--- config.mk ---
export PLATFORM = sky130hd
export DESIGN_NAME = recirc_shift_register_flat
export DESIGN_NICKNAME = d
export VERILOG_FILES = /design/src/rtl/recirc_shift_register_if.sv /design/src/rtl/recirc_shift_register.sv /design/src/flat_wrapper.sv
export SDC_FILE = /design/constraint.sdc
export NUM_CORES = 1
export LEC_CHECK = 0
export CAP_MARGIN = 20
export CORE_ASPECT_RATIO = 0.7
export CORE_UTILIZATION = 54
export DETAILED_ROUTE_END_ITERATION = 10
export PLACE_DENSITY_LB_ADDON = 0.25
export SLEW_MARGIN = 20
export SYNTH_ARGS = -nofsm -noshare
export SYNTH_HDL_FRONTEND = slang
export SYNTH_SLANG_ARGS = --single-unit
export TNS_END_PERCENT = 100
--- constraint.sdc ---
create_clock -name clock -period 3.15 [get_ports clock]
set_clock_uncertainty 0.2 [all_clocks]
set_input_delay 0.4725 -clock clock [delete_from_list [all_inputs] [get_ports clock]]
set_output_delay 0.4725 -clock clock [all_outputs]
set_load 0.005 [all_outputs]
--- src/rtl/recirc_shift_register_if.sv ---
// ----------------------------------------------------------------------------
// recirc_shift_register_if
//   Bundles the shift control, data and status signals of the recirculating
//   shift register. Clock and reset stay plain module ports.
//
//   shift_en  master->slave  request one stage shift on this edge
//   mode      master->slave  write source: 00 load, 01/11 recirculate, 10 zero
//   in        master->slave  data written by a load shift
//   out       slave->master  value that left on the most recent shift
//   index     slave->master  slot that leaves on the next shift
//   wrap      slave->master  one-cycle pulse after index wraps DEPTH-1 -> 0
//   busy      slave->master  high while the post-reset clear sweep runs
// ----------------------------------------------------------------------------
interface recirc_shift_register_if #(
    parameter int WIDTH = 6,
    parameter int DEPTH = 40
) ();
    localparam int IDX_W = $clog2(DEPTH);

    logic             shift_en;
    logic [1:0]       mode;
    logic [WIDTH-1:0] in;
    logic [WIDTH-1:0] out;
    logic [IDX_W-1:0] index;
    logic             wrap;
    logic             busy;

    modport master (
        output shift_en, mode, in,
        input  out, index, wrap, busy
    );

    modport slave (
        input  shift_en, mode, in,
        output out, index, wrap, busy
    );
endinterface

--- src/rtl/recirc_shift_register.sv ---
// ----------------------------------------------------------------------------
// recirc_shift_register
//   WIDTH-bit x DEPTH-stage recirculating shift register built around a
//   read-first single-port RAM. After reset a hardware sweep zeroes every
//   slot (busy high for DEPTH clocks); afterwards each qualified shift reads
//   the slot at index onto out and rewrites that slot according to mode.
//
//   clock  in   rising-edge clock
//   reset  in   synchronous, active-high; restarts the clear sweep
//   bus    slave modport of recirc_shift_register_if
//                 shift_en/mode/in in, out/index/wrap/busy out
// ----------------------------------------------------------------------------
module recirc_shift_register #(
    parameter int WIDTH = 6,
    parameter int DEPTH = 40
) (
    input  logic                    clock,
    input  logic                    reset,
    recirc_shift_register_if.slave  bus
);
    localparam int IDX_W = $clog2(DEPTH);
    localparam logic [IDX_W-1:0] LAST_SLOT = IDX_W'(DEPTH - 1);

    typedef enum logic {
        SWEEP,
        RUN
    } state_e;

    state_e           state_q, state_d;
    logic [IDX_W-1:0] sweep_q, sweep_d;
    logic [IDX_W-1:0] index_q, index_d;
    logic             wrap_q, wrap_d;
    logic [WIDTH-1:0] out_q;

    // NOTE: the storage array has no reset; the clear sweep defines its
    // contents, which keeps it mappable onto a plain synchronous RAM.
    logic [WIDTH-1:0] mem_q [DEPTH];

    logic             busy;
    logic             do_shift;
    logic             wr_en;
    logic [IDX_W-1:0] addr;
    logic [WIDTH-1:0] wr_data;

    // ---------------- FSM: state register ----------------
    // NOTE: sequential state is assigned non-blocking so every register
    // samples the pre-edge values of the others.
    always_ff @(posedge clock) begin
        if (reset) begin
            state_q <= SWEEP;
        end else begin
            state_q <= state_d;
        end
    end

    // ---------------- FSM: next state ----------------
    // NOTE: every always_comb output gets a default first so no latch is
    // inferred on paths that do not assign it.
    always_comb begin
        state_d = state_q;
        unique case (state_q)
            SWEEP:   if (sweep_q == LAST_SLOT) state_d = RUN;
            RUN:     state_d = RUN;
            default: state_d = SWEEP;
        endcase
    end

    // ---------------- FSM: outputs ----------------
    // Recirculate (mode[0]=1) needs no write: leaving the slot untouched
    // keeps the value that was just placed on out, and it avoids a
    // read-modify-write path through the RAM.
    always_comb begin
        busy     = (state_q == SWEEP);
        do_shift = (state_q == RUN) && bus.shift_en;
        addr     = busy ? sweep_q : index_q;
        wr_en    = busy || (do_shift && !bus.mode[0]);
        wr_data  = (busy || bus.mode[1]) ? '0 : bus.in;
    end

    // ---------------- counters and strobe, next state ----------------
    always_comb begin
        sweep_d = sweep_q;
        if (busy) begin
            sweep_d = (sweep_q == LAST_SLOT) ? '0 : sweep_q + IDX_W'(1);
        end

        index_d = index_q;
        if (do_shift) begin
            index_d = (index_q == LAST_SLOT) ? '0 : index_q + IDX_W'(1);
        end

        wrap_d = do_shift && (index_q == LAST_SLOT);
    end

    always_ff @(posedge clock) begin
        if (reset) begin
            sweep_q <= '0;
            index_q <= '0;
            wrap_q  <= 1'b0;
        end else begin
            sweep_q <= sweep_d;
            index_q <= index_d;
            wrap_q  <= wrap_d;
        end
    end

    // ---------------- storage ----------------
    // Read-first port: out takes the old slot contents on the same edge the
    // slot is rewritten, so a value re-emerges exactly DEPTH shifts later
    // with no bypass logic, even for DEPTH=2.
    always_ff @(posedge clock) begin
        if (wr_en) begin
            mem_q[addr] <= wr_data;
        end
    end

    always_ff @(posedge clock) begin
        if (reset) begin
            out_q <= '0;
        end else if (do_shift) begin
            out_q <= mem_q[addr];
        end
    end

    assign bus.out   = out_q;
    assign bus.index = index_q;
    assign bus.wrap  = wrap_q;
    assign bus.busy  = busy;
endmodule

--- src/flat_wrapper.sv ---
// flat-port wrapper written by rule: the top's interface ports become plain ports
module recirc_shift_register_flat 
#(
    parameter int WIDTH = 6,
    parameter int DEPTH = 40
)
  (clock, reset, bus_shift_en, bus_mode, bus_in, bus_out, bus_index, bus_wrap, bus_busy);
  recirc_shift_register_if #(.WIDTH(WIDTH), .DEPTH(DEPTH)) bus_i ();
  input  logic clock;
  input  logic reset;
  input wire logic [$bits(bus_i.shift_en)-1:0] bus_shift_en;
  input wire logic [$bits(bus_i.mode)-1:0] bus_mode;
  input wire logic [$bits(bus_i.in)-1:0] bus_in;
  output wire logic [$bits(bus_i.out)-1:0] bus_out;
  output wire logic [$bits(bus_i.index)-1:0] bus_index;
  output wire logic [$bits(bus_i.wrap)-1:0] bus_wrap;
  output wire logic [$bits(bus_i.busy)-1:0] bus_busy;
  assign bus_i.shift_en = bus_shift_en;
  assign bus_i.mode = bus_mode;
  assign bus_i.in = bus_in;
  assign bus_out = bus_i.out;
  assign bus_index = bus_i.index;
  assign bus_wrap = bus_i.wrap;
  assign bus_busy = bus_i.busy;
  recirc_shift_register #(.WIDTH(WIDTH), .DEPTH(DEPTH)) u_core (.clock(clock), .reset(reset), .bus(bus_i));
endmodule
### Word-level counts from Yosys, hierarchy flattened

Memories as Yosys holds them, arrays and structs flattened. A register that Yosys moved wholly into a read port is not among the register bits.
Index checks and enable logic that the tools add are counted.

| storage, ports and cells | value |
|---|---|
| memories kept | 1 |
| bits in registers | 14 |
| RAM bits | 240 |

| cells by class | value |
|---|---|
| add/subtract/negate cells | 2 |
| equality and inequality tests | 2 |
| bitwise gates (word level) | 1 |
| mux-type cells | 8 |
| reductions and logical operators | 6 |

Memories:

| memory | words | width | read ports | clocked after memory_dff | write ports | RTL line | source |
|---|---|---|---|---|---|---|---|
| u_core.mem_q | 40 | 6 | 1 | 1 | 1 | recirc_shift_register.sv:37 | `logic [WIDTH-1:0] mem_q [DEPTH];` |

Operators with widths:

| cell | count |
|---|---|
| $mux W6 | 4 |
| $add A6 B1 Y6 const B | 2 |
| $eq A6 B6 Y1 const B | 2 |
| $logic_and A1 B1 Y1 | 3 |
| $mux W1 | 3 |
| $logic_or A1 B1 Y1 | 2 |
| $pmux W1 S2 | 1 |
| $logic_not A1 Y1 | 1 |
| $not A1 Y1 | 1 |

### Depth between registers and ports, before layout

| depth | value |
|---|---|
| word-level depth | 5 |
| gate-level depth with buffers | 9 |
| gate-level depth less buffers | 6 |

### Worst setup path after synthesis

OpenSTA, ideal clock, no wires.

| timing | value |
|---|---|
| kind | flip-flop to flip-flop |
| start point | register u_core.state_q |
| end point | memory u_core.mem_q[4][0], enable pin |
| required time | 2.600 ns |
| arrival | 1.903 ns |
| setup slack | 0.697 ns |
| stages on the path, launching flop included | 8 |
| setup time | 0.350 ns |
| path through | dfxtp_1 > mux2_2 > buf_2 > buf_2 > buf_2 > nor2_1 > nand2_1 > nor2_1 |

| on the way | value |
|---|---|
| longest elaborated chain between the ends | 5 |
| elaborated cells between the ends (all ways) | 7 |
| classes of those cells | 3 x mux; 1 x bitwise; 3 x reduce/logical |

Ends and longest elaborated chain:

| item | RTL line | source |
|---|---|---|
| start: declaration | recirc_shift_register.sv:29 | `state_e state_q, state_d;` |
| start signal: assignment | recirc_shift_register.sv:52 | `state_q <= state_d;` |
| $logic_and A1 B1 Y1 | recirc_shift_register.sv:74 | `do_shift = (state_q == RUN) && bus.shift_en;` |
| $logic_and A1 B1 Y1 | recirc_shift_register.sv:76 | `wr_en = busy \|\| (do_shift && !bus.mode[0]);` |
| $logic_or A1 B1 Y1 | recirc_shift_register.sv:76 |  |
| $mux W1 | recirc_shift_register.sv:112 | `if (wr_en) begin` |
| $mux W1 (implied by the code) | recirc_shift_register.sv:113 | `mem_q[addr] <= wr_data;` |
| end: declaration | recirc_shift_register.sv:37 |  |

Several ways; a longest one is shown, not always the timed one.

### Worst setup path in the final report

| timing | value |
|---|---|
| start point | register u_core.state_q |
| end point | register u_core.out_q[0] (netlist: u_core.bus.out[0]), read port of u_core.mem_q |

| on the way | value |
|---|---|
| longest elaborated chain between the ends | 1 |
| elaborated cells between the ends (all ways) | 2 |
| classes of those cells | 1 x mux; 1 x reduce/logical |

Ends and longest elaborated chain:

| item | RTL line | source |
|---|---|---|
| $mux W6 or $logic_and A1 B1 Y1 (tied branches) | recirc_shift_register.sv:75, recirc_shift_register.sv:74 |  |
| end: declaration | recirc_shift_register.sv:33 | `logic [WIDTH-1:0] out_q;` |

Several ways; a longest one is shown, not always the timed one.
A chain may end at the register's enable or synchronous reset.

==> impl_metrics.py <==
metrics = {
    "sta": {
        "tightest_slew_ns": 0.813,
        "final_max_slew_viol_count": 0,
        "final.min_clock_period_ns": 3.06,
        "finalHoldViolations": 0,
        "grt_setup_unrepaired": "no",
        "max_freq_mhz": 327,
        "slew_headroom_pct": 45.4,
        "period_share_pct": 97.2,
        "setup-tns-final_ns": 0,
        "final-setup-viol-count": 0,
        "fin_ws_ns": 0.0892,
    },
    "clock_network": {
        "path_clk_slew_ns": 0.07,
        "cts_max_level": 1,
        "cts_tree": "done",
        "clk_latency_ns": 0.52,
        "cts_buffer_depth": 3,
        "cts.sink_count": 260,
        "cts_root_buffer": "clkbuf_16",
        "hold_buffers": 0,
        "numCtsBuffers": 23,
    },
    "finish": {
        "syn2layout_area_growth_pct": 14.1,
        "antenna_cells": 0,
        "fillers": 1376,
        "finalNetCount": 826,
        "layout_commonest_cell": "edfxtp_1",
        "drive_gt1_share_pct": 15.8,
        "mostFrequentLayoutCells": "edfxtp_1 (240), nor2_1 (81), nand2_1 (73), buf_4 (59)",
        "fin_util_pct": 63.8,
        "final_cells": 1089,
    },
    "drt": {
        "drt_iter0_markers": 1062,
        "vias": 7037,
        "routedWlPerCell_um": 26.1,
        "drc": 0,
        "wl_um": 28400,
        "post_drt_via_cell_ratio": 6.46,
        "first_pass_iters": 6,
        "detail-route-antenna-nets": 0,
    },
    "critical_path": {
        "ff2ff_setup_slack_ns": 0.09,
        "path_buf_inv": 2,
        "path_depth": 8,
        "crit_required_ns": 3.32,
        "cp-end-kind": "flop",
        "arrival_ns": 3.23,
        "critPathLaunchType": "flop",
        "worstSetupPathType": "reg -> reg",
        "rr_endpoint": "u_core.bus.out[0]",
        "crit_family": "compound AO/OA/AOI/OAI gates",
        "cp_cell_sequence": "buf_4 > mux2_2 > buf_12 > mux4_2 > o22ai_1 > o21ai_0 > a22oi_1 > a311oi_1",
        "reg2reg_from": "u_core.state_q",
        "cpPeakStageDelay_ns": 0.48,
        "crit_fanout": 23,
        "crit_path_end": "u_core.bus.out[0]",
        "startpoint": "u_core.state_q",
        "ff2ff_path_depth": 8,
        "crit_path_top_delay_cell": "mux4_2",
    },
    "placement": {
        "gp_routability_congestion": 0.934,
        "hpwl_um": 18600,
        "portBuffers": 24,
        "pre_cts_slack_ns": 0.119,
        "dp_cells": 1052,
    },
    "pwr": {
        "clkPwrFrac_pct": 37.4,
        "switching_power_w": 0.00160,
        "p_leak_nw": 3.90,
        "swShare_pct": 22.9,
        "combPwrFrac_pct": 8.6,
        "total_power_w": 0.00698,
        "seqPwrFrac_pct": 54.0,
        "vdd_ir_drop_max_mv": 0.357,
        "power_density_nw_per_um2": 570,
        "intPower_w": 0.00538,
    },
    "floorplanning": {
        "die_w_um": 170,
        "die_y_um": 120,
        "start_util_pct": 55.9,
        "io_pins": 25,
        "rows": 42,
        "core_area_um2": 19200,
        "die_area_um2": 20400,
    },
    "synth": {
        "yosysUniqueCellTypes": 62,
        "postSynthAreaPerCell_um2": 14.4,
        "synth_area_um2": 10700,
        "ys_warn_count": 0,
        "ys_ff_latch": 260,
        "yosysSeqAreaShare_pct": 70.9,
        "synth_cells": 747,
        "synth-edff-count": 240,
        "syn-num-nets": 760,
        "async_reset_ff_share_pct": 0,
        "synth-main-ff-cell": "edfxtp_1",
    },
    "job": {
        "maxCapViolCount": 0,
    },
    "run_status": {
        "status": "finished clean",
    },
    "grt": {
        "grt_util_all_layers_pct": 28.7,
        "grt_max_degree": 41,
        "grt_pass1_wl_um": 42100,
        "grt_pass1_vias": 6641,
        "antenna_found_initial": 0,
        "overflow": 0,
    },
    "hold_path": {
        "hold_class": "reg -> reg",
    },
}
==> repair_timing <==
item,4_1_cts,5_1_grt
setup endpoints to repair,0,1
buffers inserted,0,0
resized for setup,0,1
==> synth_stat cells, types with 4 or more instances <==
library cell / number / area (µm²)
o21ai_0: 11 / 55.1
nand2_1: 73 / 274
nand3b_1: 10 / 75.1
buf_2: 23 / 115
buf_6: 4 / 45.0
xnor2_1: 4 / 35.0
o22ai_1: 12 / 75.1
nand4_1: 8 / 50.1
a211oi_1: 5 / 37.5
a31oi_1: 11 / 68.8
a22oi_1: 10 / 75.1
a221o_1: 9 / 90.1
edfxtp_1: 240 / 7210
dfxtp_1: 20 / 400
clkbuf_1: 14 / 52.6
a22o_1: 6 / 52.6
mux2_2: 22 / 248
nor3_1: 6 / 30.0
and4_1: 5 / 43.8
and2_1: 11 / 68.8
o32ai_1: 4 / 35.0
a21oi_1: 20 / 100
inv_1: 4 / 15.0
nor2_1: 81 / 304
nand3_1: 21 / 105
xor2_1: 4 / 35.0
mux2i_1: 22 / 220
a221oi_1: 24 / 210
a41oi_1: 4 / 35.0
==> state kept, by name, indices dropped and copies added (netlist names) <==
register          flops
u_core.bus.index      6
u_core.bus.out        6
u_core.bus.wrap       1
u_core.mem_q        240
u_core.state_q        1
u_core.sweep_q        6
==> cell type report <==
type / count / area [µm²] / area share [%]
inverters: 5 / 18.8 / 0.153
clock buffers: 24 / 579 / 4.73
multi-input cells: 438 / 2880 / 23.6
clock inverters: 13 / 96.3 / 0.787
repair buffers: 85 / 723 / 5.91
well taps: 264 / 330 / 2.70
flip-flops and latches: 260 / 7610 / 62.2
==> worst min path at each step <==
stage | slack [ns] | cells after the start | from | to
after floorplan | 0.29 | 2 | u_core.bus.out[0] | u_core.bus.out[0]
after global placement | 0.32 | 2 | u_core.bus.out[0] | u_core.bus.out[0]
after detailed placement | 0.31 | 2 | u_core.bus.out[0] | u_core.bus.out[0]
after CTS | 0.32 | 2 | u_core.bus.out[0] | u_core.bus.out[0]
after global routing | 0.35 | 2 | u_core.bus.out[0] | u_core.bus.out[0]
final | 0.32 | 2 | u_core.bus.out[0] | u_core.bus.out[0]
==> cell families after synthesis <==
| kind of cell | share of synthesized area (%) |
|---|---|
| AO/OA/AOI/OAI | 10.0 |
| buffers and inverters | 2.33 |
| XOR/XNOR | 0.653 |
| AND/OR/NAND/NOR | 10.0 |
| multiplexers | 5.74 |
| adder cells (fa/ha/maj) | 0.233 |
| flip-flops | 70.9 |
==> per-layer routing <==
metal	track usage, %	up-vias	wire length (µm)	share of wire [%]
met5	0	-	0	0
met2	41.9	483	12600	44
met1	43.4	3463	11800	42
li1	-	3037	-	-
met3	7.26	54	3460	12
met4	6.42	0	570	2.0
==> stage by stage <==
| step | instance area (µm²) | hold slack, ns |
|---|---|---|
| after floorplan | 10700 | 0.292 |
| after global placement | 11600 | 0.321 |
| after detailed placement | 11600 | 0.315 |
| after CTS | 12200 | 0.323 |
| after global routing | 12200 | 0.351 |
| final | 12200 | 0.322 |
==> worst reg2reg max path, cell delays in order, from the launching register on <==
cell      delay [ns]
dfxtp_1         0.42
buf_4           0.17
mux2_2          0.45
buf_12          0.21
mux4_2          0.49
o22ai_1         0.34
o21ai_0         0.25
a22oi_1         0.26
a311oi_1        0.13
==> power groups by stage <==
| stage | registers (W) | clock network, W | logic, W |
|---|---|---|---|
| floorplan | 0.00383 | 0 | 0.000366 |
| global placement | 0.00384 | 0 | 0.000568 |
| detailed placement | 0.00384 | 0 | 0.000575 |
| CTS | 0.00377 | 0.00263 | 0.000579 |
| global route | 0.00377 | 0.00274 | 0.000625 |
| finish | 0.00377 | 0.00261 | 0.000597 |
Power figures use the tool's default switching activity.
